**config.mk**
```make
export PLATFORM = sky130hd
export DESIGN_NAME = fwft_pkt_rr_arbiter
export DESIGN_NICKNAME = d
export VERILOG_FILES = /design/src/rtl/axis_udp_pkg.sv /design/src/rtl/fwft_pkt_rr_arbiter_rr_pick.sv /design/src/rtl/fwft_pkt_rr_arbiter.sv
export SDC_FILE = /design/constraint.sdc
export NUM_CORES = 1
export LEC_CHECK = 0
export CELL_PAD_IN_SITES_DETAIL_PLACEMENT = 1
export CELL_PAD_IN_SITES_GLOBAL_PLACEMENT = 1
export CORE_AREA = 2 2 151 153
export CTS_CLUSTER_SIZE = 24
export DETAILED_ROUTE_END_ITERATION = 16
export DIE_AREA = 0 0 153 155
export PLACE_DENSITY_LB_ADDON = 0.2
export SYNTH_ARGS = -nofsm -noshare
export SYNTH_HDL_FRONTEND = slang
export SYNTH_HIERARCHICAL = 1
export SYNTH_SLANG_ARGS = --single-unit
```
**constraint.sdc**
```tcl
create_clock -name CLK -period 4.1 [get_ports CLK]
set_clock_uncertainty 0.1 [all_clocks]
set_input_delay 0.82 -clock CLK [delete_from_list [all_inputs] [get_ports CLK]]
set_output_delay 0.82 -clock CLK [all_outputs]
set_load 0.03 [all_outputs]
```
**src/rtl/axis_udp_pkg.sv**
```systemverilog
// ---------------------------------------------------------------------------
// axis_udp_pkg
// Shared definitions for the UDP TX/RX AXI-Stream blocks.
//   arb_state_t  : packet arbiter state (IDLE waiting for a winner, XFER
//                  streaming the rest of the owner's packet)
//   TLAST_BIT    : bit position of tlast inside one FIFO word
//   TKEEP_LSB    : first tkeep bit inside one FIFO word
//   tdata_lsb()  : first tdata bit inside one FIFO word (after tkeep)
//   src_width()  : total width of one {tdata, tkeep, tlast} FIFO word
//   clog2()      : ceil(log2(value)) for parameter arithmetic
//   idx_width()  : width needed to index n items, never less than 1
// ---------------------------------------------------------------------------
package axis_udp_pkg;

  typedef enum logic {
    IDLE = 1'b0,
    XFER = 1'b1
  } arb_state_t;

  localparam int TLAST_BIT = 0;
  localparam int TKEEP_LSB = 1;

  function automatic int clog2(input int value);
    int r;
    r = 0;
    while ((1 << r) < value) begin
      r = r + 1;
    end
    return r;
  endfunction

  function automatic int idx_width(input int n);
    return (clog2(n) > 0) ? clog2(n) : 1;
  endfunction

  function automatic int tdata_lsb(input int keep_width);
    return 1 + keep_width;
  endfunction

  function automatic int src_width(input int data_width, input int keep_width);
    return data_width + keep_width + 1;
  endfunction

endpackage

```
**src/rtl/fwft_pkt_rr_arbiter_rr_pick.sv**
```systemverilog
// ---------------------------------------------------------------------------
// rr_pick
// Purely combinational round-robin picker. Scans req starting one past
// rr_ptr and wrapping modulo N; the first set bit wins.
//   req    in  N      request vector
//   rr_ptr in  IDX_W  index of the previously served requester
//   winner out IDX_W  index of the chosen requester (0 when none)
//   valid  out 1      at least one request was set
// Shared with the RX demux scheduler, so it carries no arbiter state.
// ---------------------------------------------------------------------------
module rr_pick #(
  parameter int N     = 4,
  parameter int IDX_W = 2
) (
  input  logic [N-1:0]     req,
  input  logic [IDX_W-1:0] rr_ptr,
  output logic [IDX_W-1:0] winner,
  output logic             valid
);

  logic [IDX_W-1:0] idx;

  // Walk the requesters in priority order (rr_ptr+1 first, rr_ptr last) and
  // latch the first one found; later hits are ignored once valid is set.
  always_comb begin
    winner = '0;
    valid  = 1'b0;
    idx    = '0;
    for (int k = 1; k <= N; k++) begin
      idx = IDX_W'((int'(rr_ptr) + k) % N);
      if (!valid && req[idx]) begin
        valid  = 1'b1;
        winner = idx;
      end
    end
  end

endmodule

```
**src/rtl/fwft_pkt_rr_arbiter.sv**
```systemverilog
// ---------------------------------------------------------------------------
// fwft_pkt_rr_arbiter
// Packet-granular round-robin arbiter sharing one AXI-Stream master between
// NUM_SRC first-word-fall-through FIFOs of {tdata, tkeep, tlast} words.
// A grant is held until the owner's tlast word is popped, so packets never
// interleave. One output register stage; no bubbles between packets while
// TREADY stays high and some source has data.
//   CLK, RST       clock and synchronous active-high reset
//   SRC_EMPTY      per-FIFO empty (low: the SRC_DO slice is valid)
//   SRC_DO         packed FIFO words, source i at slice i
//   SRC_RDEN       per-FIFO pop, at most one bit set
//   SRC_ENABLE     per-source enable, looked at only when arbitrating
//   M_AXIS_*       registered AXI-Stream master; TID is the source index
//   GRANT          one-hot owner of the packet in flight, zero when IDLE
//   BUSY           a multi-beat packet is in flight
// ---------------------------------------------------------------------------
module fwft_pkt_rr_arbiter
  import axis_udp_pkg::*;
#(
  parameter int NUM_SRC    = 4,
  parameter int DATA_WIDTH = 64,
  parameter int KEEP_WIDTH = DATA_WIDTH / 8,
  parameter int ID_WIDTH   = 3
) (
  input  logic                                            CLK,
  input  logic                                            RST,
  input  logic [NUM_SRC-1:0]                              SRC_EMPTY,
  input  logic [NUM_SRC*(DATA_WIDTH+KEEP_WIDTH+1)-1:0]    SRC_DO,
  output logic [NUM_SRC-1:0]                              SRC_RDEN,
  input  logic [NUM_SRC-1:0]                              SRC_ENABLE,
  output logic [DATA_WIDTH-1:0]                           M_AXIS_TDATA,
  output logic [KEEP_WIDTH-1:0]                           M_AXIS_TKEEP,
  output logic                                            M_AXIS_TLAST,
  output logic [ID_WIDTH-1:0]                             M_AXIS_TID,
  output logic                                            M_AXIS_TVALID,
  input  logic                                            M_AXIS_TREADY,
  output logic [NUM_SRC-1:0]                              GRANT,
  output logic                                            BUSY
);

  localparam int SRC_W    = src_width(DATA_WIDTH, KEEP_WIDTH);
  localparam int DATA_LSB = tdata_lsb(KEEP_WIDTH);
  localparam int IDX_W    = idx_width(NUM_SRC);
  localparam logic [IDX_W-1:0] LAST_IDX = IDX_W'(NUM_SRC - 1);

  arb_state_t       state;
  arb_state_t       state_next;
  logic [IDX_W-1:0] rr_ptr;
  logic [SRC_W-1:0] src_beat [NUM_SRC];
  logic [SRC_W-1:0] sel_beat;
  logic [NUM_SRC-1:0] eligible;
  logic [IDX_W-1:0] pick_idx;
  logic             pick_valid;
  logic [IDX_W-1:0] sel_idx;
  logic             free;
  logic             pop;
  logic             pop_last;

  for (genvar i = 0; i < NUM_SRC; i++) begin : g_unpack
    assign src_beat[i] = SRC_DO[i*SRC_W +: SRC_W];
  end

  assign eligible = ~SRC_EMPTY & SRC_ENABLE;
  assign free     = !M_AXIS_TVALID || M_AXIS_TREADY;

  rr_pick #(
    .N     (NUM_SRC),
    .IDX_W (IDX_W)
  ) u_pick (
    .req    (eligible),
    .rr_ptr (rr_ptr),
    .winner (pick_idx),
    .valid  (pick_valid)
  );

  // State register. rr_ptr doubles as the owner index while in XFER, since
  // the owner is always the most recently granted source.
  always_ff @(posedge CLK) begin
    if (RST) begin
      state <= IDLE;
    end else begin
      state <= state_next;
    end
  end

  // Next-state and pop decision. In IDLE the picker's winner is popped in the
  // same cycle it is found; in XFER only the owner may pop. A pop needs the
  // output register to be free, and nothing is popped while reset is held so
  // the FIFOs see no stray read during the reset cycle.
  always_comb begin
    state_next = state;
    sel_idx    = rr_ptr;
    pop        = 1'b0;
    SRC_RDEN   = '0;
    case (state)
      IDLE: begin
        sel_idx = pick_idx;
        pop     = pick_valid && free && !RST;
      end
      XFER: begin
        sel_idx = rr_ptr;
        pop     = !SRC_EMPTY[rr_ptr] && free && !RST;
      end
      default: begin
        state_next = IDLE;
      end
    endcase
    sel_beat = src_beat[sel_idx];
    pop_last = sel_beat[TLAST_BIT];
    if (pop) begin
      SRC_RDEN[sel_idx] = 1'b1;
      if (state == IDLE && !pop_last) begin
        state_next = XFER;
      end else if (state == XFER && pop_last) begin
        state_next = IDLE;
      end
    end
  end

  // Round-robin pointer and output register. A single-beat packet still
  // moves the pointer even though the FSM stays in IDLE.
  always_ff @(posedge CLK) begin
    if (RST) begin
      rr_ptr        <= LAST_IDX;
      M_AXIS_TVALID <= 1'b0;
      M_AXIS_TDATA  <= '0;
      M_AXIS_TKEEP  <= '0;
      M_AXIS_TLAST  <= 1'b0;
      M_AXIS_TID    <= '0;
    end else begin
      if (pop && state == IDLE) begin
        rr_ptr <= sel_idx;
      end
      if (pop) begin
        M_AXIS_TVALID <= 1'b1;
        M_AXIS_TDATA  <= sel_beat[DATA_LSB +: DATA_WIDTH];
        M_AXIS_TKEEP  <= sel_beat[TKEEP_LSB +: KEEP_WIDTH];
        M_AXIS_TLAST  <= pop_last;
        M_AXIS_TID    <= ID_WIDTH'(sel_idx);
      end else if (M_AXIS_TREADY) begin
        M_AXIS_TVALID <= 1'b0;
      end
    end
  end

  // GRANT and BUSY follow the state directly; IDLE never shows an owner.
  always_comb begin
    GRANT = '0;
    if (state == XFER) begin
      GRANT[rr_ptr] = 1'b1;
    end
    BUSY = (state == XFER);
  end

endmodule

```
# Word level (Yosys, flattened, before mapping)
# Index checks and enable logic that the tools add are counted.
# word_totals
register_bits	79
wordCells	80
# op_classes
addsub	4
order_cmp	9
muxes	33
bitwise	4
n_reduce_logical	23
# ops
operator	n
$bmux W73 S2	1
$mux W73	2
$lt A2 B3 Y1 const B	6
$mux W1	15
$logic_and A1 B1 Y1	12
$bmux W1 S2	5
$mux W2	4
$mux W4	2
$logic_not A1 Y1	7
$add A2 B1 Y2 const B	2
$add A2 B2 Y2 const B	2
$and A4 B4 Y4	1
$demux W1 S2	2
$ge A2 B1 Y1 const B	2
$not A4 Y4	1
$pmux W2 S2	1
$reduce_bool A2 Y1	2
$ge A3 B3 Y1 const B	1
$not A2 Y3	1
$pmux W1 S2	1
$reduce_and A2 Y1	1
$logic_or A1 B1 Y1	1
$not A1 Y1	1

# Logic depth before layout (Yosys ltp)
# depth
word_depth	23
depth_mapped	12

# Cells and area by module
# Netlist, hierarchy kept.
# modules_own_cells
module	n_inst	cells_per_inst	area_each_um2	seq_area_each_um2
fwft_pkt_rr_arbiter	1	455	4611.9	1581.5
rr_pick	1	14	91.3	0.0

# Least setup slack after synthesis
# OpenSTA, ideal clock, no wires.
# synth_path
kind	input to output
startpoint	input SRC_EMPTY[3]
endpoint	output SRC_RDEN[3]
t_arrival_ps	2877
slack_ps	303
stages	4
path_buffers	1
path_cell_list	mux4_2 -> a2111oi_4 -> buf_2 -> nor3b_1
# synth_via
elab_chain_cells	20
word_cells_on_any_way	39
# synth_rtl
item	line	rtl
start, declared	fwft_pkt_rr_arbiter.sv:27	input logic [NUM_SRC-1:0] SRC_EMPTY,
$not A4 Y4	fwft_pkt_rr_arbiter.sv:63	assign eligible = ~SRC_EMPTY & SRC_ENABLE;
$and A4 B4 Y4	fwft_pkt_rr_arbiter.sv:63	
$bmux W1 S2	fwft_pkt_rr_arbiter_rr_pick.sv:31	if (!valid && req[idx]) begin
$mux W1 (not written as such)	fwft_pkt_rr_arbiter_rr_pick.sv:31	
$mux W1	fwft_pkt_rr_arbiter_rr_pick.sv:31	
$logic_not A1 Y1	fwft_pkt_rr_arbiter_rr_pick.sv:31	
$logic_and A1 B1 Y1	fwft_pkt_rr_arbiter_rr_pick.sv:31	
$mux W1	fwft_pkt_rr_arbiter_rr_pick.sv:31	
[4 not listed]	-	
$logic_and A1 B1 Y1	fwft_pkt_rr_arbiter_rr_pick.sv:31	
$mux W2	fwft_pkt_rr_arbiter_rr_pick.sv:31	
$pmux W2 S2	fwft_pkt_rr_arbiter.sv:95	case (state)
$lt A2 B3 Y1 (not written as such) or $ge A2 B1 Y1 (tied branches)	fwft_pkt_rr_arbiter.sv:111	SRC_RDEN[sel_idx] = 1'b1;
$logic_and A1 B1 Y1 (not written as such)	fwft_pkt_rr_arbiter.sv:111	
$mux W1 (not written as such)	fwft_pkt_rr_arbiter.sv:111	
$demux W1 S2	fwft_pkt_rr_arbiter.sv:111	
$mux W4 (*)	fwft_pkt_rr_arbiter.sv:110	if (pop) begin
end, declared	fwft_pkt_rr_arbiter.sv:29	output logic [NUM_SRC-1:0] SRC_RDEN,
# Mark *: on every way between the ends. The rest lies on a longest branch, timed or not. The select of a mux whose other input is x is not followed.

# Worst setup path in the final report
# layout_path
startpoint	input SRC_ENABLE[3]
endpoint	output SRC_RDEN[3]
# layout_via
word_cells_on_any_way	33
# layout_lines
item	line	rtl
start, declared	fwft_pkt_rr_arbiter.sv:30	input logic [NUM_SRC-1:0] SRC_ENABLE,
$and A4 B4 Y4 (*)	fwft_pkt_rr_arbiter.sv:63	
via eligible[3]	fwft_pkt_rr_arbiter.sv:51	logic [NUM_SRC-1:0] eligible;
$bmux W1 S2	fwft_pkt_rr_arbiter_rr_pick.sv:31	
$mux W1 (not written as such)	fwft_pkt_rr_arbiter_rr_pick.sv:31	
$mux W1	fwft_pkt_rr_arbiter_rr_pick.sv:31	
$logic_not A1 Y1	fwft_pkt_rr_arbiter_rr_pick.sv:31	
$logic_and A1 B1 Y1	fwft_pkt_rr_arbiter_rr_pick.sv:31	
$mux W1	fwft_pkt_rr_arbiter_rr_pick.sv:31	
[2 not listed]	-	
$mux W1	fwft_pkt_rr_arbiter_rr_pick.sv:31	
$logic_not A1 Y1	fwft_pkt_rr_arbiter_rr_pick.sv:31	
$logic_and A1 B1 Y1	fwft_pkt_rr_arbiter_rr_pick.sv:31	
$mux W1 (*)	fwft_pkt_rr_arbiter_rr_pick.sv:31	
via pick_valid	fwft_pkt_rr_arbiter.sv:53	logic pick_valid;
$logic_and A1 B1 Y1 (*) (2 in series)	fwft_pkt_rr_arbiter.sv:98	pop = pick_valid && free && !RST;
$pmux W1 S2 (*)	fwft_pkt_rr_arbiter.sv:95	
$mux W4 (*)	fwft_pkt_rr_arbiter.sv:110	
# The timed path passes the listed nets; every way through them passes the cells marked *. The select of a mux whose other input is x is not followed.

==> results.json <==
{
  "synth_nets": 773,
  "muxShareOfSynthArea_pct": 36.07,
  "coreArea_sq_um": 22230,
  "total_power_mw": 3.782,
  "yosys.area.top_type": "mux4_2",
  "cts_buffers": 9,
  "synth_area_sq_um": 4703,
  "worstMarginPinSlew_ns": 0.7034,
  "cts_sinks": 79,
  "outcome": "finished clean",
  "die_area_sq_um": 23720,
  "path_class": "in -> out",
  "synth.area.top_cells": "mux4_2, dfxtp_1, nand2_1",
  "synth_enable_flop_cells": 0,
  "io_buffers": 387,
  "hold_depth": 2,
  "wl_per_cell_um": 18.02,
  "antenna_found_initial": 0,
  "irDropWorstVdd_mv": 0.1770,
  "cts_max_path_buffers": 2,
  "postLayoutCoreUtil_pct": 41.36,
  "r2r_slack_ns": 1.18,
  "p_leak_nw": 3.316,
  "io_pins": 389,
  "synth_xor_area_share_pct": 0,
  "ant_nets": 0,
  "start_kind": "input pin",
  "drc": 0,
  "synth-async-reset-ratio_pct": 0,
  "worstPathArrival_ns": 2.85,
  "die_y_um": 155,
  "yosysSeqAreaShare_pct": 33.63,
  "synth_compound_area_share_pct": 10.24,
  "r2r-end": "M_AXIS_TDATA[62]",
  "synth_ff_type": "dfxtp_1",
  "post_drt_via_cell_ratio": 4.595,
  "synth_commonest_cells": "nand2_1, dfxtp_1, mux4_2, o21ai_0, clkbuf_1",
  "start_util_pct": 21.16,
  "ys_ff_latch": 79,
  "rows": 55,
  "dieWidth_um": 153,
  "grt_pass1_wl_mm": 30.93,
  "ff2ff_path_depth": 4,
  "multi_input_area_sq_um": 2934,
  "clkLatencyLatePin_ns": 0.33,
  "dp_slack_ns": 0.3025,
  "synthCells": 469,
  "synth_top_family_by_area": "multiplexers",
  "synth_area_per_cell_sq_um": 10.03,
  "relSlewSlack_pct": 52.45,
  "r2r-start": "rr_ptr[0]",
  "crit_fanout": 7,
  "root_buffer": "clkbuf_16",
  "clk_pin_slew_ns": 0.06,
  "h-tree-depth": 3,
  "grt_setup_unrepaired": "no",
  "fin_ws_ns": 0.3264,
  "firstDrtPassIters": 4,
  "ys_warn_count": 6,
  "synth_top_area_share_pct": 35.43,
  "synth_most_common_cell": "nand2_1",
  "grt_max_degree": 78,
  "dp_hpwl_mm": 16.67,
  "finalNonFillerCells": 1122,
  "setup_viol": 0,
  "grt-ovfl-total": 0,
  "grtUsageTotal_pct": 16.58,
  "cap_violations": 0,
  "end_kind": "output port",
  "synthSimpleGateAreaFrac_pct": 15.19,
  "fin_nets": 1136,
  "period_needed_ns": 3.774,
  "cp_data_required_time_ns": 3.18,
  "grt_pass1_vias": 5795,
  "finalMaxSlewViolations": 0,
  "setup_tns_ns": 0,
  "drtIter0Drc": 122,
  "min_path_type": "reg -> reg",
  "drive_gt1_share_pct": 12.90,
  "tritoncts": "done",
  "p_per_area_nw_per_um2": 411.3,
  "synthAdderAreaFrac_pct": 0.2660,
  "holdCritStartpoint": "M_AXIS_TDATA[32]",
  "vias": 5156,
  "fin_crit_sh_pct": 92.04,
  "hold-path-endpoint": "M_AXIS_TDATA[32]",
  "post_cts.resized_instances": 0,
  "fmax_ghz": 0.2650,
  "area_delta_synth_final_pct": 95.48,
  "ys_types": 32,
  "seqCellArea_sq_um": 1582,
  "post_cts_buffers": 0,
  "wirelength_mm": 20.21,
  "n_antenna_cell": 0,
  "holdBufCountCts": 0,
  "hold_violations": 0,
  "n_fill_cell": 2429,
  "place_inst": 1106,
  "place_congestion": 0.8418
}
==> placed cells by master (no fill, tap or decap), types with 2 or more instances in the layout <==
master,Yosys,final
a21oi_1,3,3
and3_1,2,2
buf_12,0,3
buf_4,3,10
bufinv_16,0,3
clkbuf_16,0,9
clkdlybuf4s50_1,0,383
clkinv_2,0,2
dfxtp_1,79,79
inv_1,4,3
mux2i_4,0,2
mux4_2,74,74
nand2_1,152,152
nand2b_1,3,3
nor2_1,8,8
nor2b_1,5,5
nor3b_1,2,2
o21ai_0,70,70
o21ai_1,5,5
==> through the flow <==
step | hold slack, ns | cell area, sq um
2_1_floorplan | 0.4737 | 4703
3_3_place_gp | 0.3423 | 8856
3_5_place_dp | 0.3533 | 8856
4_1_cts | 0.3629 | 9194
5_1_grt | 0.3808 | 9194
6_report | 0.3571 | 9194
==> flip-flops by register name (all words and copies together), names as in the netlist <==
signal	count
M_AXIS_TVALID	1
M_AXIS_TLAST	1
M_AXIS_TKEEP	8
BUSY	1
M_AXIS_TDATA	64
rr_ptr	2
M_AXIS_TID	2
==> per-layer routing <==
layer / global-route usage [%] / vias up / part of all wire, %
li1: - / 2431 / -
met1: 17.51 / 2507 / 37
met2: 32.42 / 205 / 55
met3: 4.318 / 13 / 6.6
met4: 4.453 / 0 / 1.3
met5: 0 / - / 0
==> logic make-up after synthesis <==
family	count (synthesis)
AOI/OAI and AO/OA	86
muxes	77
buffers and inverters	48
other	1
adders and majority gates	1
and+or+nand+nor	177
DFF	79
==> worst max-delay path by stage <==
| stage | start | to | slack [ns] | cells after the start |
|---|---|---|---|---|
| finish | SRC_ENABLE[3] | SRC_RDEN[3] | 0.33 | 8 |
| global route | SRC_ENABLE[3] | SRC_RDEN[1] | 0.18 | 9 |
| CTS | SRC_ENABLE[3] | SRC_RDEN[3] | 0.30 | 8 |
| detailed placement | SRC_ENABLE[1] | M_AXIS_TDATA[62] | 0.30 | 10 |
| global placement | SRC_ENABLE[2] | BUSY | 0.39 | 11 |
| floorplan | SRC_EMPTY[3] | SRC_RDEN[3] | 0.30 | 4 |
==> final cells by class <==
type	count	share of cell area (%)
clock buffer	10	2.490
clock inverter	6	1.184
inverter	4	0.1633
multi-input combinational	342	31.91
sequential	79	17.20
tap	285	3.879
timing repair buffer	396	43.17
==> worst max-delay path, stage by stage <==
cell and delay, ns:
clkdlybuf4s50_1 0.46, nor2b_1 0.28, nor2_1 0.11, nand2_1 0.10, nor2_1 0.08, a2111oi_4 0.55
nor3b_1 0.25, buf_4 0.19
==> power breakdown <==
group	internal [mW]	switching (mW)
Combinational	0.950	0.876
Sequential	0.936	0.104
Clock	0.594	0.322
Total	2.48	1.30
No activity file was read; power rests on OpenSTA's default activity.
